--- config.mk ---
export PLATFORM = sky130hd
export DESIGN_NAME = grad_weight_update
export DESIGN_NICKNAME = d
export VERILOG_FILES = /design/src/rtl/grad_weight_update.sv
export SDC_FILE = /design/constraint.sdc
export NUM_CORES = 2
export LEC_CHECK = 0
export CORE_MARGIN = 2
export CORE_UTILIZATION = 50
export DETAILED_ROUTE_END_ITERATION = 10
export GPL_TIMING_DRIVEN = 0
export PLACE_DENSITY = 0.7
export SLEW_MARGIN = 10
export SYNTH_ARGS = -nofsm -noshare
export SYNTH_HDL_FRONTEND = slang
export SYNTH_SLANG_ARGS = --single-unit
--- constraint.sdc ---
create_clock -name clk -period 6.6 [get_ports clk]
set_input_delay 0.99 -clock clk [delete_from_list [all_inputs] [get_ports clk]]
set_output_delay 0.99 -clock clk [all_outputs]
set_load 0.05 [all_outputs]
--- src/rtl/grad_weight_update.sv ---
// Batched weight update for the GRU derivative path: accumulates err*d*h per lane over NSAMP
// samples and applies a learning-rate-scaled saturating step to the packed weight vector.
module grad_weight_update #(
  parameter int unsigned DATABIT  = 16,
  parameter int unsigned HTNUM    = 64,
  parameter int unsigned FRAC     = 14,
  parameter int unsigned ACCW     = 20,
  parameter int unsigned LR_SHIFT = 6,
  parameter int unsigned NSAMP    = 4
) (
  input  logic               clk,
  input  logic               rst_n,
  input  logic               init,
  input  logic [HTNUM-1:0]   w_init,
  input  logic               d_valid,
  output logic               d_ready,
  input  logic [DATABIT-1:0] d_in,
  input  logic [DATABIT-1:0] err,
  input  logic [HTNUM-1:0]   h_prev,
  output logic [HTNUM-1:0]   w,
  output logic               w_valid,
  output logic               busy
);

  localparam int          Lanes = HTNUM / DATABIT;
  localparam int unsigned PW    = 2 * DATABIT;
  localparam int unsigned AW1   = ACCW + 1;
  localparam int unsigned CntW  = $clog2(NSAMP + 1);

  typedef enum logic [1:0] {StIdle, StAcc, StDrain, StUpdate} state_e;

  function automatic logic signed [DATABIT-1:0] sat_data(input logic signed [PW-1:0] x);
    logic signed [PW-1:0] hi;
    logic signed [PW-1:0] lo;
    hi = PW'({1'b0, {(DATABIT-1){1'b1}}});
    lo = ~hi;
    if (x > hi) begin
      sat_data = hi[DATABIT-1:0];
    end else if (x < lo) begin
      sat_data = lo[DATABIT-1:0];
    end else begin
      sat_data = x[DATABIT-1:0];
    end
  endfunction

  function automatic logic signed [ACCW-1:0] sat_acc(input logic signed [AW1-1:0] x);
    logic signed [AW1-1:0] hi;
    logic signed [AW1-1:0] lo;
    hi = AW1'({1'b0, {(ACCW-1){1'b1}}});
    lo = ~hi;
    if (x > hi) begin
      sat_acc = hi[ACCW-1:0];
    end else if (x < lo) begin
      sat_acc = lo[ACCW-1:0];
    end else begin
      sat_acc = x[ACCW-1:0];
    end
  endfunction

  state_e                     state_q, state_d;
  logic [CntW-1:0]            cnt_q, cnt_d;
  logic                       v0_q, v0_d, v1_q, v1_d, v2_q, v2_d;
  logic signed [DATABIT-1:0]  err_q, din_q;
  logic [HTNUM-1:0]           h0_q, h1_q;
  logic signed [DATABIT-1:0]  p_q, p_d;
  logic signed [DATABIT-1:0]  g_q [Lanes];
  logic signed [DATABIT-1:0]  g_d [Lanes];
  logic signed [ACCW-1:0]     acc_q [Lanes];
  logic signed [ACCW-1:0]     acc_d [Lanes];
  logic [HTNUM-1:0]           w_q, w_d;
  logic                       w_valid_q, w_valid_d;
  logic                       accept;
  logic signed [PW-1:0]       prod;
  logic signed [PW-1:0]       lane_prod [Lanes];
  logic signed [ACCW-1:0]     delta [Lanes];
  logic signed [PW-1:0]       diff [Lanes];
  logic signed [DATABIT-1:0]  w_upd [Lanes];

  assign accept  = d_valid && (state_q == StAcc);
  assign d_ready = (state_q == StAcc);
  assign busy    = (state_q == StDrain) || (state_q == StUpdate);
  assign w       = w_q;
  assign w_valid = w_valid_q;

  assign prod = PW'(err_q) * PW'(din_q);

  // Arithmetic datapath: product stage, per-lane gradient and candidate new weights.
  always_comb begin
    p_d = sat_data(prod >>> FRAC);
    for (int j = 0; j < Lanes; j++) begin
      lane_prod[j] = PW'(p_q) * PW'($signed(h1_q[j*DATABIT +: DATABIT]));
      g_d[j]       = sat_data(lane_prod[j] >>> FRAC);
      delta[j]     = acc_q[j] >>> LR_SHIFT;
      diff[j]      = PW'($signed(w_q[j*DATABIT +: DATABIT])) - PW'(delta[j]);
      w_upd[j]     = sat_data(diff[j]);
    end
  end

  always_comb begin
    state_d   = state_q;
    cnt_d     = cnt_q;
    v0_d      = accept;
    v1_d      = v0_q;
    v2_d      = v1_q;
    w_d       = w_q;
    w_valid_d = 1'b0;
    for (int j = 0; j < Lanes; j++) begin
      acc_d[j] = v2_q ? sat_acc(AW1'(acc_q[j]) + AW1'(g_q[j])) : acc_q[j];
    end

    unique case (state_q)
      StIdle: ;
      StAcc: begin
        if (accept) begin
          if (cnt_q == CntW'(NSAMP - 1)) begin
            cnt_d   = '0;
            state_d = StDrain;
          end else begin
            cnt_d = cnt_q + 1'b1;
          end
        end
      end
      // v2 is consumed on the exit edge, so only the first two stages must be empty.
      StDrain: begin
        if (!v0_q && !v1_q) state_d = StUpdate;
      end
      StUpdate: begin
        for (int j = 0; j < Lanes; j++) begin
          w_d[j*DATABIT +: DATABIT] = w_upd[j];
          acc_d[j]                  = '0;
        end
        w_valid_d = 1'b1;
        state_d   = StAcc;
      end
      default: state_d = StIdle;
    endcase

    if (init) begin
      w_d       = w_init;
      cnt_d     = '0;
      v0_d      = 1'b0;
      v1_d      = 1'b0;
      v2_d      = 1'b0;
      w_valid_d = 1'b0;
      state_d   = StAcc;
      for (int j = 0; j < Lanes; j++) acc_d[j] = '0;
    end
  end

  always_ff @(posedge clk) begin
    if (rst_n) begin
      state_q   <= StIdle;
      cnt_q     <= '0;
      v0_q      <= 1'b0;
      v1_q      <= 1'b0;
      v2_q      <= 1'b0;
      err_q     <= '0;
      din_q     <= '0;
      h0_q      <= '0;
      h1_q      <= '0;
      p_q       <= '0;
      w_q       <= '0;
      w_valid_q <= 1'b0;
      for (int j = 0; j < Lanes; j++) begin
        g_q[j]   <= '0;
        acc_q[j] <= '0;
      end
    end else begin
      state_q   <= state_d;
      cnt_q     <= cnt_d;
      v0_q      <= v0_d;
      v1_q      <= v1_d;
      v2_q      <= v2_d;
      if (accept) begin
        err_q <= err;
        din_q <= d_in;
        h0_q  <= h_prev;
      end
      p_q       <= p_d;
      h1_q      <= h0_q;
      w_q       <= w_d;
      w_valid_q <= w_valid_d;
      for (int j = 0; j < Lanes; j++) begin
        g_q[j]   <= g_d[j];
        acc_q[j] <= acc_d[j];
      end
    end
  end

endmodule

Yosys cells after proc, flatten, opt, wreduce, memory -nomap -nowiden
Memory sizes are Yosys's and may differ from the RTL's.
Index checks and enable logic that the tools add are counted.
{"block": "word_totals", "mem_bits_rw": 144, "elab_cells": 139, "out_inout_bits": 67, "romBits": 0, "memories": 2, "regBits": 249, "latch_bits": 0}
{"block": "op_classes", "div": 0, "magnitude_cmp": 26, "mul": 5, "n_eq_ne": 10, "addsub": 9, "reduce_logical": 13, "mux": 52, "n_shift": 0, "bitwise": 8}
{"name": "acc_q", "depth": 4, "width": 20, "read_ports": 4, "rd_clocked_by_memory_dff": 0, "write_ports": 4, "line_no": "68", "text": "logic signed [ACCW-1:0] acc_q [Lanes];"}
{"name": "g_q", "depth": 4, "width": 16, "read_ports": 4, "rd_clocked_by_memory_dff": 0, "write_ports": 4, "line_no": "66", "text": "logic signed [DATABIT-1:0] g_q [Lanes];"}
{"op": "$mux 16", "n": 21}
{"op": "$mux 20", "n": 16}
{"op": "$mul 16x16->32", "n": 5}
{"op": "$mux 80", "n": 2}
{"op": "$mux 64", "n": 2}
{"op": "$gt 18x16->1 const B", "n": 5}
{"op": "$lt 18x16->1 const B", "n": 5}
{"op": "$add 20x16->21", "n": 4}
{"op": "$gt 21x20->1 const B", "n": 4}
{"op": "$lt 21x20->1 const B", "n": 4}
{"op": "$gt 17x16->1 const B", "n": 4}
{"op": "$lt 17x16->1 const B", "n": 4}
{"op": "$sub 16x14->17", "n": 4}
{"op": "$mux 15", "n": 1}
{"op": "$ne 3x2->1 const B", "n": 3}
{"op": "$or 1x1->1", "n": 8}
{"op": "$reduce_and 4->1", "n": 2}
{"op": "$mux 2", "n": 3}
{"op": "$ne 2x1->1 const B", "n": 3}
{"op": "$pmux 2 s3", "n": 1}
{"op": "$mux 1", "n": 5}
{"op": "$eq 2x2->1 const B", "n": 2}
{"op": "$reduce_bool 4->1", "n": 1}
{"op": "$reduce_or 2->1", "n": 2}
{"op": "10 further kinds", "n": 12}

Longest topological paths before layout
An unclocked memory read counts as a cell.
{"block": "logic_depth", "word_depth": 9, "depth_mapped": 27, "depth_no_buf": 24}

Worst setup path after synthesis
No wires, ideal clock.
{"block": "synth_path", "path_type": "register to register", "from": "reg p_q[15]", "to": "mem g_q[1][4]", "path_stages_with_launch": 26, "synth_period_minus_slack_ns": 6.893, "setup_time_ns": 0.139, "slack_ns": -0.293, "path_buffers": 3, "required_time_ns": 6.461, "t_arrival_ns": 6.754, "cell_sequence": "dfxtp_1 clkbuf_1 buf_1 nand2_1 inv_1 fa_1 fa_1 fa_1 fa_1 fa_1 inv_1 fa_1 inv_1 ha_1 a21o_1 a21o_1 a21oi_1 o21ai_0 nor3_1 o41ai_1 a31oi_1 xnor2_1 and2_1 o21ai_0 clkbuf_1 o21ai_0"}
{"element": "start, declared", "line_no": "65", "text": "logic signed [DATABIT-1:0] p_q, p_d;"}
{"element": "start signal, assigned", "line_no": "179", "text": "p_q <= p_d;"}
{"element": "end, declared", "line_no": "66"}

==> results.md <==
- Min-delay src: h0_q[21]$_SDFFE_PP0P_
- Final hold violations: 0
- Commonest cells after routing, fill and taps aside: inv_1, fa_1, nand2_1
- Cell mode on critical path: fa_1
- Clk_lat worst skew: 680 ps
- 1st-iter DRT viols: 3930
- Power Total: 9.044 mW
- CP max-delay cell: fa_1
- Critical Path AT: 7640 ps
- CP top delay family: adder cells
- Detailed-placement wirelength estimate: 171500 um
- Outcome: finished, violations left
- Reg2Reg Depth: 23
- Buf/Inv on CP: 5
- Cts hold-fix bufs: 0
- Worst r2r dst: g_q[2][0]$_SDFF_PP0_
- Endpoints failing setup: 77
- ANT nets after route: 0
- Vias: 54670
- Post-placement cell area: 72360 sq um
- RSZ-0062 raised after global routing: yes
- Hold depth: 1
- GRT Total Usage: 31.15%
- Top cell type's share of synthesized area: 38.80%
- Final worst setup slack: -521.2 ps
- Worst Tran Pin Value: 1320 ps
- Most common library cell in the layout ignoring fill and taps: inv_1
- Async set-reset flop share out of synthesis: 0%
- Global route total overflow: 0
- Clock network fraction of total power: 32.9%
- Pre-CTS setup slack: -2385 ps
- Main combinational cell family by area after synthesis: adder cells
- Die width: 372.1 um
- Post-DR wirelength/cell: 21.41 um
- Distinct cells, synth: 82
- Syn Area/Cell: 8.795 sq um
- Final Skew: 56.10 ps
- Final Slew Violations: 0
- Gpl congestion: 0.9663
- Synthesized-area fraction occupied by and/or/nand/nor cells: 15.86%
- Initial Util: 50.20%
- Post-Syn Instances: 7704
- Critical Path Stages: 23
- Failing checks: setup timing
- Setup TNS: -24680 ps
- Leakage power: 39.03 nW
- Critical path required time: 7120 ps
- DP Cell Count: 9715
- Final min period: 7121 ps
- Sequential share of power: 29.7%
- Number of global-route vias before repair: 56930
- Clk sinks: 393
- R2R Setup Slk: -520 ps
- Initial antenna violation count: 13
- EDFF count, synth: 0
- Ports: 231
- PD cells: 115.4 nW/um^2
- Final #Nets: 10140
- Crit-path cells: clkbuf_16 > and2_4 > fa_1 > inv_2 > fa_1 > fa_1 > fa_1 > inv_2 > fa_1 > fa_1 > ha_1 > o21a_1 > o211ai_1 > buf_4 > o311a_4 > a211oi_2 > o31a_1 > o41a_1 > a21o_1 > or3_4 > o2111ai_4 > buf_6 > o31ai_4
- Fin util: 58.05%
- VDD IR-drop max: 0.0002128 V
- Leading area contributor after synthesis: fa_1
- P_sw: 3.453 mW
- Design area: 78350 sq um
- Compound-Gate Fraction of Synth Area: 10.10%
- Reg-to-reg critical path startpoint: p_q[5]$_SDFF_PP0_
- Total wire length: 213100 um
- Max stage delay on crit path: 590 ps
- Ys Warns: 0
- Non-filler cells, final: 9956
- First-pass GRT wire length: 327500 um
- CP max FO: 7
- Hold Crit Class: flop to flop
- Max-Cap Viols: 0
- Layout cells sized above 1: 9.100%
- Post-synthesis xor/xnor area fraction: 3.038%
- Fin crit share: 107.9%
- Setup CP Type: flop to flop
- Adder-Cell Fraction of Synth Area: 48.81%
- Maximum clock insertion buffer count: 3
- Number of vias per cell: 5.491
- Cell row count: 135
- Hold_ws: 433.9 ps
- Num CTS Buffers: 50
- Die area: 138500 sq um
- H-tree Lvls: 2
- Startpoint Class: flop
- CP endpoint kind: flop
- Gate power share: 37.4%
- Clk root buf: clkbuf_16
- Die H: 372.1 um
- Hold endpoint: h1_q[21]$_SDFF_PP0_
- Multiplexer area fraction after synthesis: 0.1053%
- Switching fraction of total power: 38.18%
- IO Port Bufs: 229
- Synth top area cells: fa_1, dfxtp_1, ha_1
- Main flop type after synthesis: dfxtp_1
- Max_slew headroom: 11.98%
- Seq cells post-synth: 393
- Core Region: 135000 sq um
- DRC errors left: 0
- Post-synthesis sequential area ratio: 11.61%
- Drt pass-1 iters: 6
- Synthesized Nets: 9721
- Largest net degree at the start of global routing: 16
- Mapped Area: 67750 sq um
- Clk slew on worst S/H paths: 60 ps
- Area Overhead vs Synth: 15.64%
- Pint: 5.591 mW
- FMAX: 140.4 MHz
- TritonCTS clock tree: built
[registers in the layout (all words and copies together), names as in the netlist, 2 cells and up]
register  flops
acc_q        80
g_q          64
h0_q         64
h1_q         64
w            64
din_q        16
err_q        16
p_q          16
cnt_q         3
state_q       2
[what timing repair did]
| item | CTS | global route |
|---|---|---|
| endpoints found under the setup margin | 80 | 80 |
| resized for setup | 744 | 176 |
| buffers inserted | 105 | 44 |
| endpoints found under the hold margin | 0 | 0 |
| pin swaps | 110 | 122 |
| cloned | 6 | 2 |
[layout make-up]
class	count	area [sq um]
antenna	10	25.02
buffer	328	2809
clock buffer	66	1391
clock inverter	27	400.4
fill	11690	56610
inverter	1544	5796
multi-input combinational	5425	53910
sequential	393	8048
tap	1781	2228
timing repair buffer	382	3736
[power groups by stage]
stage | combinational (mW) | sequential (mW) | clock [mW]
floorplan | 1.58 | 2.69 | 0
global placement | 2.70 | 2.68 | 0
detailed placement | 2.75 | 2.68 | 0
CTS | 3.19 | 2.67 | 3.02
global route | 3.59 | 2.69 | 3.10
finish | 3.39 | 2.69 | 2.97
[logic make-up after synthesis]
logic type | after synthesis
adder cells (fa/ha/maj) | 1856
XOR/XNOR | 235
flip-flops | 393
AND/OR/NAND/NOR | 2217
AO/OA/AOI/OAI | 1110
multiplexers | 7
buffers and inverters | 1886
[worst max-delay path by stage]
stage | start | end | slack [ps]
2_1_floorplan | p_q[15]$_SDFF_PP0_ | g_q[3][10]$_SDFF_PP0_ | 5
6_report | p_q[5]$_SDFF_PP0_ | g_q[2][0]$_SDFF_PP0_ | -520
3_5_place_dp | p_q[12]$_SDFF_PP0_ | g_q[0][8]$_SDFF_PP0_ | -2380
5_1_grt | p_q[8]$_SDFF_PP0_ | g_q[2][4]$_SDFF_PP0_ | -660
3_3_place_gp | p_q[13]$_SDFF_PP0_ | g_q[3][6]$_SDFF_PP0_ | -2410
4_1_cts | p_q[8]$_SDFF_PP0_ | g_q[2][4]$_SDFF_PP0_ | -510
[Yosys cell counts, types with 58 or more instances]
library cell and count:
a21o_1 89, nand2_1 920, and2_1 622, inv_1 1544
clkbuf_1 329, ha_1 540, xnor2_1 165, nor2_1 304
fa_1 1313, a211oi_1 85, nor3_1 58, o21ai_0 259
xor2_1 70, nor2b_1 103, dfxtp_1 393, a21oi_1 378
[per-layer routing]
metal	share of wire, %	GRT usage [%]	up-vias
met5	0.062	0	-
met4	6.2	15.31	14
met3	9.8	6.901	591
met2	44	48.37	2433
met1	40	41.20	27080
li1	-	-	24550
[worst reg2reg max path, delay by kind of cell (launching register included)]
kind                       cells  cell delay [ps]
AOI/OAI and AO/OA              9             2090
adders and majority gates      7             3380
and+or+nand+nor                2              500
DFF                            1              390
buffers and inverters          5              620
No activity file was read; power rests on OpenSTA's default activity.
